==> src/rtl/idp_enc20_arbiter.sv <==
`default_nettype none
// ============================================================================
// Module      : idp_enc20_arbiter
// Description : Round-robin sharing of one 20-wire encoder among N_CH
//               requesters. Channel tags follow the encoder's registered
//               latency, and finished codewords land in a small output FIFO.
//               Issue is credit-gated so that no codeword can be dropped.
// Revision    : 1.0 - initial release
// ============================================================================
module idp_enc20_arbiter #(
    parameter int DIN_W  = 16,   // encoder input word width
    parameter int N_CH   = 4,    // requester channels, >= 2
    parameter int OBUF_D = 4,    // output FIFO depth, power of 2, >= 3
    localparam int CH_W  = $clog2(N_CH)
) (
    input  logic                    clock,
    input  logic                    reset,
    input  logic [N_CH-1:0]         req_valid,
    input  logic [N_CH*DIN_W-1:0]   req_data,
    output logic [N_CH-1:0]         req_ready,
    output logic [DIN_W-1:0]        enc_datain,
    input  logic [19:0]             enc_codeout,
    output logic                    out_valid,
    input  logic                    out_ready,
    output logic [19:0]             out_code,
    output logic [CH_W-1:0]         out_chan,
    output logic                    busy
);

    localparam int AW = $clog2(OBUF_D);
    localparam logic [CH_W:0] c_nch   = (CH_W+1)'(N_CH);
    localparam logic [CH_W-1:0] c_last = CH_W'(N_CH - 1);
    localparam logic [AW+1:0] c_depth = (AW+2)'(OBUF_D);
    localparam logic [AW:0]   c_full  = (AW+1)'(OBUF_D);

    // Arbitration and pipeline state
    logic [CH_W-1:0]  r_ptr;
    logic             r_va;
    logic             r_vb;
    logic [CH_W-1:0]  r_tag_a;
    logic [CH_W-1:0]  r_tag_b;
    logic [DIN_W-1:0] r_enc_datain;

    // Output FIFO state
    logic [19:0]      r_fifo_code [OBUF_D];
    logic [CH_W-1:0]  r_fifo_chan [OBUF_D];
    logic [AW-1:0]    r_wr_ptr;
    logic [AW-1:0]    r_rd_ptr;
    logic [AW:0]      r_count;

    // Combinational helpers
    logic [AW+1:0]    w_occ;
    logic             w_credit_ok;
    logic [CH_W:0]    w_sum;
    logic             w_grant_any;
    logic [CH_W-1:0]  w_grant_idx;
    logic [CH_W-1:0]  w_ptr_next;
    logic             w_push;
    logic             w_pop;

    // Words accepted but not yet popped; a pop in this cycle is deliberately not credited
    always_comb begin
        w_occ       = {1'b0, r_count} + {{(AW+1){1'b0}}, r_va} + {{(AW+1){1'b0}}, r_vb};
        w_credit_ok = (w_occ < c_depth);
    end

    // Round-robin search from r_ptr; descending loop so the nearest channel wins
    always_comb begin
        w_grant_any = 1'b0;
        w_grant_idx = '0;
        w_sum       = '0;
        for (int k = N_CH - 1; k >= 0; k--) begin
            w_sum = {1'b0, r_ptr} + (CH_W+1)'(k);
            if (w_sum >= c_nch) begin
                w_sum = w_sum - c_nch;
            end
            if (req_valid[w_sum[CH_W-1:0]] && w_credit_ok && !reset) begin
                w_grant_any = 1'b1;
                w_grant_idx = w_sum[CH_W-1:0];
            end
        end
        w_ptr_next = (w_grant_idx == c_last) ? '0 : (w_grant_idx + 1'b1);
        req_ready  = w_grant_any ? (N_CH'(1) << w_grant_idx) : '0;
    end

    // Stage A captures the granted word; stage B tracks the encoder's internal register
    always_ff @(posedge clock) begin
        if (reset) begin
            r_ptr        <= '0;
            r_va         <= 1'b0;
            r_vb         <= 1'b0;
            r_tag_a      <= '0;
            r_tag_b      <= '0;
            r_enc_datain <= '0;
        end else begin
            r_vb    <= r_va;
            r_tag_b <= r_tag_a;
            r_va    <= w_grant_any;
            if (w_grant_any) begin
                r_ptr        <= w_ptr_next;
                r_tag_a      <= w_grant_idx;
                r_enc_datain <= req_data[int'(w_grant_idx)*DIN_W +: DIN_W];
            end
        end
    end

    assign w_push = r_vb;
    assign w_pop  = out_valid & out_ready;

    // FIFO storage; contents need no reset since r_count gates visibility
    always_ff @(posedge clock) begin
        if (w_push) begin
            r_fifo_code[r_wr_ptr] <= enc_codeout;
            r_fifo_chan[r_wr_ptr] <= r_tag_b;
        end
    end

    // FIFO pointers and occupancy; pointers wrap naturally at the power-of-2 depth
    always_ff @(posedge clock) begin
        if (reset) begin
            r_wr_ptr <= '0;
            r_rd_ptr <= '0;
            r_count  <= '0;
        end else begin
            if (w_push) begin
                r_wr_ptr <= r_wr_ptr + 1'b1;
            end
            if (w_pop) begin
                r_rd_ptr <= r_rd_ptr + 1'b1;
            end
            case ({w_push, w_pop})
                2'b10:   r_count <= r_count + 1'b1;
                2'b01:   r_count <= r_count - 1'b1;
                default: r_count <= r_count;
            endcase
        end
    end

    // A push into a full FIFO would mean the credit scheme is broken
    a_no_overflow : assert property (@(posedge clock) disable iff (reset)
        !(w_push && (r_count == c_full)));

    assign enc_datain = r_enc_datain;
    assign out_valid  = (r_count != '0);
    assign out_code   = r_fifo_code[r_rd_ptr];
    assign out_chan   = r_fifo_chan[r_rd_ptr];
    assign busy       = r_va | r_vb | (r_count != '0);

endmodule
`default_nettype wire

==> config.mk <==
export PLATFORM = sky130hd
export DESIGN_NAME = idp_enc20_arbiter
export DESIGN_NICKNAME = d
export VERILOG_FILES = /design/src/rtl/idp_enc20_arbiter.sv
export SDC_FILE = /design/constraint.sdc
export NUM_CORES = 1
export LEC_CHECK = 0
export CAP_MARGIN = 25
export CORE_MARGIN = 4
export CORE_UTILIZATION = 49
export CTS_BUF_LIST = sky130_fd_sc_hd__clkbuf_16
export DETAILED_ROUTE_END_ITERATION = 8
export GPL_TIMING_DRIVEN = 0
export PLACE_DENSITY = 0.91
export SETUP_SLACK_MARGIN = 0.3
export SYNTH_ARGS = -nofsm -noshare
export SYNTH_HDL_FRONTEND = slang
export SYNTH_SLANG_ARGS = --single-unit
export TNS_END_PERCENT = 30
==> constraint.sdc <==
create_clock -name clock -period 2.55 [get_ports clock]
set_input_delay 0.6375 -clock clock [delete_from_list [all_inputs] [get_ports clock]]
set_output_delay 0.6375 -clock clock [all_outputs]
set_load 0.01 [all_outputs]
==> results.md, run 1 <==
- M1 WL: 5740 um
- First drt pass iteration count: 5
- DRT antenna net count: 0
- Hold_sp: r_tag_a[1]
- Drt first-iter violations: 305
- DP Area: 6940 sq um
- GRT Total Usage: 24.3%
- Initial antenna violation count: 0
- Routed len/inst: 21.9 um
- Multi-input gate area: 2000 sq um
- Largest family of logic cells by synthesized area: compound AO/OA/AOI/OAI gates
- Hold Violations, Final: 0
- Fin area: 8080 sq um
- # IOs: 135
- Placed cells: 629
- Fin nets: 643
- Setup violators final: 3
- Clock buffer count from CTS: 17
- CTS tree: yes
- # port buffers: 134
- Net count after synthesis: 454
- Worst Tran Pin Value: 0.593 ns
- Die W: 112 um
- Via density: 5.85
- Cell Pwr Density: 999 nW/um^2
- Compound-Gate Fraction of Synth Area: 12.7%
- Top layer in use: met4
- Half-perimeter wire length after placement: 9760 um
- Total congestion overflow: 0
- Worst skew pair latency: 0.40 ns
- Routability Congestion: 0.891
- Mapped Avg Cell Area: 14.9 sq um
- Final worst path period share: 107%
- Count leader, synth: edfxtp_1
- XOR/XNOR Fraction of Synth Area: 0.831%
- Top post-synthesis cells by count: edfxtp_1, and3_1, dfxtp_1
- Final cell count without fillers: 692
- Critical Path RT: 1.91 ns
- Synth Instances: 355
- FP Rows: 37
- Yosys Warn Count: 0
- Worst Hold End: r_tag_b[1]
- Clock Pin Slew Worst Setup and Hold Paths: 0.06 ns
- WL met2: 7860 um
- Filler Cell Count: 575
- WL met3: 1330 um
- Worst r2r path cells: 11
- Adder-cell area share of the yosys netlist: 2.04%
- Top FF cell, synth: edfxtp_1
- Crit Reg-Reg Endpoint: enc_datain[5]
- Final Skew: 0.00904 ns
- Largest area contributor in the netlist: edfxtp_1
- Top post-synthesis cells by area: edfxtp_1, dfxtp_1, mux4_2, and3_1, a221o_1
- RSZ-0062 raised after global routing: yes
- Hold Path Class: flip-flop to flip-flop
- Critical path startpoint category: flip-flop
- Max-Cap Viols: 0
- Share of cells above drive strength 1: 32.4%
- Slew margin rel.: 60.5%
- Number of vias in the routed layout: 4049
- CTS root buf: clkbuf_16
- CP Max Fanout: 4
- CTS Sinks: 121
- Antenna Cells: 0
- Area grow syn2layout: 53.2%
- Internal reg-to-reg setup slack: 0.37 ns
- Simple-gate share of the synthesized area: 8.88%
- H-tree Lvls: 4
- Core outline area: 10400 sq um
- Dpl ws: -1.23 ns
- Post-Route Setup TNS: -0.415 ns
- Yosys reg bits: 121
- Period minus WS final: 2.72 ns
- Multiplexer share of the synthesized area: 9.78%
- Die area: 12500 sq um
- DRT Wirelength: 15100 um
- Crit path kind: flip-flop to output pin
- Sequential fraction of the synthesis area: 62.6%
- Largest net degree at the start of global routing: 18
- Arrival time at the worst endpoint: 2.09 ns
- Die H: 112 um
- Failing checks: setup timing
- R2R Path Start: r_count[0]
- Type of destination of the critical path: output pin
- Vias in the first global route: 4269
- Netlist cell types: 39
- Min-Delay Path Depth: 1
- Hold slack: 0.468 ns
- Register area: 3310 sq um
- LEAKAGE: 3.14 nW
- Async S/R FF share, synth: 0%
- VDD IR-drop max: 0.650 mV
- Fmax: 0.367 GHz
- Initial Utilization: 50.6%
- Final WS setup: -0.175 ns
- Max Root-Sink Buffers: 2
- Final slew viol count: 0
- Status: finished with violations
- First-pass GRT wire length: 23200 um
- # DRC: 0
- Post-Synthesis Cell Area: 5270 sq um
- Yosys top cell area share: 50.1%
- EDFF count, synth: 88
==> metrics by stage <==
step	util (%)	total power, W
floorplan	-	0.00392
global placement	65.7	0.00492
detailed placement	66.6	0.00503
CTS	75.1	0.00772
global route	77.5	0.00845
finish	77.5	0.00807
==> placed cells by master (no fill, tap or decap), types with 7 or more instances in the layout <==
cell	instances
clkdlybuf4s50_1	101
edfxtp_1	88
buf_6	38
and3_1	33
dfxtp_1	28
mux4_2	22
buf_4	19
a21o_1	18
clkbuf_16	18
a221o_1	16
o32a_1	16
a21boi_0	14
nor2_1	11
buf_2	11
inv_1	7
clkbuf_1	7
==> registers in the layout, summed over array words and instances, names as in the netlist, named ones only <==
name,flops
r_rd_ptr,2
enc_datain,16
r_count,3
r_fifo_chan,8
r_ptr,2
r_fifo_code,80
r_wr_ptr,2
r_va,1
r_tag_b,2
r_tag_a,2
r_vb,1
==> cells by family after synthesis <==
group / after synthesis
flops: 121
simple gates: 81
buf+inv: 35
xor+xnor: 5
compound gates: 81
mux: 24
fa+ha+maj: 8
==> metal layers <==
layer / global-route usage (%) / vias up
met1: 28.5 / 1997
met3: 7.55 / 17
met2: 42.4 / 244
met5: 0 / -
li1: - / 1791
met4: 7.95 / 0
==> power breakdown <==
| part | switching, W | total [W] | internal, W |
|---|---|---|---|
| Sequential | 0.000230 | 0.00262 | 0.00239 |
| Combinational | 0.00130 | 0.00312 | 0.00182 |
| Clock | 0.000885 | 0.00232 | 0.00144 |
| Total | 0.00242 | 0.00807 | 0.00565 |
==> worst max path at each step <==
stage | startpoint | to | slack, ns
floorplan | req_valid[0] | req_ready[0] | 0.20
global placement | reset | req_ready[3] | -1.21
detailed placement | reset | req_ready[3] | -1.23
CTS | r_vb | req_ready[0] | -0.16
global route | r_count[0] | req_ready[0] | -0.24
finish | r_count[0] | req_ready[0] | -0.17
==> worst max-delay path, stage by stage, from the launching register on <==
cell and delay, ns:
dfxtp_2 0.34, ha_4 0.15, a211oi_2 0.23, and2_4 0.21, nand2b_4 0.06, inv_2 0.06, buf_6 0.10, and2_4 0.14
buf_8 0.09, buf_8 0.09, and2_4 0.13, buf_6 0.09
==> cell type report <==
cell class	instances	area share [%]
Inverter	9	0.449
Timing Repair Buffer	170	22.0
Multi-Input combinational cell	199	24.7
Tap cell	136	2.11
Clock buffer	17	5.27
Buffer	26	2.54
Sequential cell	121	41.0
Clock inverter	14	1.84
==> repair_timing <==
| item | in CTS | in global routing |
|---|---|---|
| buffers inserted | 18 | 12 |
| hold buffers | 0 | 0 |
| cloned | 1 | 1 |
| resized for setup | 193 | 37 |
| endpoints found under the setup margin | 45 | 38 |
| pin swaps | 9 | 10 |
No activity file was read; power rests on OpenSTA's default activity.
==> inputs of run 2 (changes only) <==
Settings changed: CORE_UTILIZATION 49 to 51, PLACE_DENSITY 0.91 to 0.94.
Clock period 2.55 ns to 3.4 ns, I/O delays scaled along.
==> run 2 against run 1 <==
  * The flow now finishes without violations
  * Power fell by 31%
  * Design area fell by 5.4%
  * Clock skew is 0.0011 ns lower
  * First-iteration DRC count rose by 6.2%
  * Utilization decreased by 0.42 points
  * Global-route usage grew 2.8 points
  * Wire length rose by 1.3%
  * Combinational power shrank 37%
  * Largest power group unchanged
  * Clock power fell by 28%
  * Non-clock buffer count down 19
==> results.md, run 2 (same netlist as run 1, synthesis figures left out) <==
- Type of destination of the critical path: output pin
- Period minus WS final: 3.14 ns
- Via density: 6.03
- Switching share of power: 30.6%
- CP cell instances: buf_4 > nor2b_4 > o21ai_1 > a2bb2oi_2 > nand2_1 > clkbuf_8 > nand2_4 > inv_2 > ha_1 > and2_1 > buf_2
- Die area: 12000 sq um
- Routed len/inst: 22.9 um
- RSZ-0062 raised after global routing: yes
- Clk pwr share: 29.8%
- Drt first-iter violations: 324
- Critical Path RT: 2.55 ns
- Critical path startpoint category: input port
- Internal: 0.00387 W
- Crit path kind: input port to output pin
- Largest net degree at the start of global routing: 19
- Routability Congestion: 0.868
- Hold-fix buffers at CTS: 0
- Final slew viol count: 0
- Share of cells above drive strength 1: 21.4%
- Filler Cell Count: 594
- Sequential Power Share: 34.7%
- Half-perimeter wire length after placement: 10200 um
- Multi-input gate area: 1890 sq um
- Antenna Cells: 0
- Register area: 3300 sq um
- Number of vias in the routed layout: 4040
- Most used routing layer: met2
- Commonest non-fill, non-tap cell in the layout: clkdlybuf4s50_1
- Fmax: 0.318 GHz
- Most frequent cells in the layout: clkdlybuf4s50_1, edfxtp_1, and3_1, dfxtp_1, mux4_2
- R2R Path Start: r_ptr[1]
- Initial antenna violation count: 0
- CTS Sinks: 121
- Max FFs per register: 80
- Hold slack: 0.477 ns
- VDD IR-drop max: 0.465 mV
- Setup violators final: 0
- LEAKAGE: 2.95 nW
- Vias in the first global route: 4315
- Max-Cap Viols: 0
- Clock buffer count from CTS: 17
- Fin nets: 624
- # IOs: 135
- Die W: 110 um
- Worst Tran Pin Value: 0.541 ns
- Clock Pin Slew Worst Setup and Hold Paths: 0.06 ns
- Worst skew pair latency: 0.41 ns
- Area grow syn2layout: 44.9%
- Total congestion overflow: 0
- Crit. Startpoint: req_valid[0]
- Initial Utilization: 53.2%
- Post-Route Setup TNS: 0 ns
- H-tree Lvls: 4
- Die H: 110 um
- CP Max Fanout: 6
- Cell Pwr Density: 729 nW/um^2
- Arrival time at the worst endpoint: 2.29 ns
- Hold Path Class: flip-flop to flip-flop
- Met2 Resource Use GR: 46.8%
- Final worst path period share: 92.4%
- First drt pass iteration count: 5
- WP buf/inv: 4
- Critical-path top delay cell: a2bb2oi_2
- Biggest register: r_fifo_code
- CTS root buf: clkbuf_16
- Hold Violations, Final: 0
- Hold_sp: r_tag_a[0]
- Gate power share: 35.5%
- Status: finished clean
- DRT antenna net count: 0
- Final Skew: 0.00796 ns
- Met1 Use GR: 31.4%
- Met3 usage: 8.46%
- Max Root-Sink Buffers: 2
- CP top delay family: buffers and inverters
- GRT Total Usage: 27.1%
- DRT Wirelength: 15300 um
- FP Rows: 36
- Core outline area: 9910 sq um
- Slew margin rel.: 63.9%
- # DRC: 0
- Net load switching power: 0.00170 W
- CTS tree: yes
- # port buffers: 134
- Crit-path max cell delay: 0.18 ns
- First-pass GRT wire length: 23800 um
[run 2: metal layers]
| metal | up-vias | part of all wire, % |
|---|---|---|
| met5 | - | 0 |
| met4 | 0 | 3.2 |
| met3 | 42 | 8.8 |
| met2 | 252 | 52 |
| met1 | 1999 | 36 |
| li1 | 1747 | - |
[run 2: power by group through the flow]
| stage | Sequential [W] | Combinational [W] | Clock (W) |
|---|---|---|---|
| 6_report | 0.00193 | 0.00198 | 0.00166 |
| 5_1_grt | 0.00195 | 0.00212 | 0.00176 |
| 4_1_cts | 0.00192 | 0.00191 | 0.00168 |
| 3_5_place_dp | 0.00195 | 0.00180 | 0 |
| 3_3_place_gp | 0.00193 | 0.00172 | 0 |
| 2_1_floorplan | 0.00196 | 0.000954 | 0 |
[run 2: final timing paths]
check / depth (start not counted) / to / slack [ns]
hold / removal: 1 / r_tag_b[0] / 0.48
hold reg to reg: 1 / r_tag_b[0] / 0.48
setup / recovery: 11 / req_ready[3] / 0.26
setup reg to reg: 10 / enc_datain[11] / 0.97
[run 2: repair_timing]
action,CTS,global route
buffers inserted,8,5
gates cloned,0,0
resized for setup,54,25
pin swaps,7,7
endpoints found under the setup margin,24,22
[run 2: worst register-to-register path, cell delays in order (launching register included)]
cell	delay, ns
dfxtp_1	0.29
clkbuf_4	0.18
nand2b_1	0.16
a21oi_1	0.19
o21ai_2	0.09
nand2_1	0.13
buf_4	0.14
buf_4	0.12
clkbuf_1	0.41
a21boi_0	0.21
o32a_1	0.39
[run 2: per-stage QoR]
stage	util, %	worst slack (ns)	area [sq um]	std cells	power, W
global route	77.1	0.199	7640	670	0.00583
detailed placement	69.5	-1.14	6890	626	0.00375
global placement	68.4	-1.06	6780	622	0.00365
floorplan	-	0.500	5270	355	0.00291
finish	77.1	0.260	7640	670	0.00557
CTS	76.2	0.233	7550	665	0.00551
[run 2: final cells by class]
cell class | instances | area share (%)
Sequential cell | 121 | 43.2
Multi-Input combinational cell | 199 | 24.7
Timing Repair Buffer | 151 | 20.0
Clock buffer | 17 | 5.57
Buffer | 26 | 2.18
Tap cell | 133 | 2.18
Clock inverter | 14 | 1.65
Inverter | 9 | 0.442
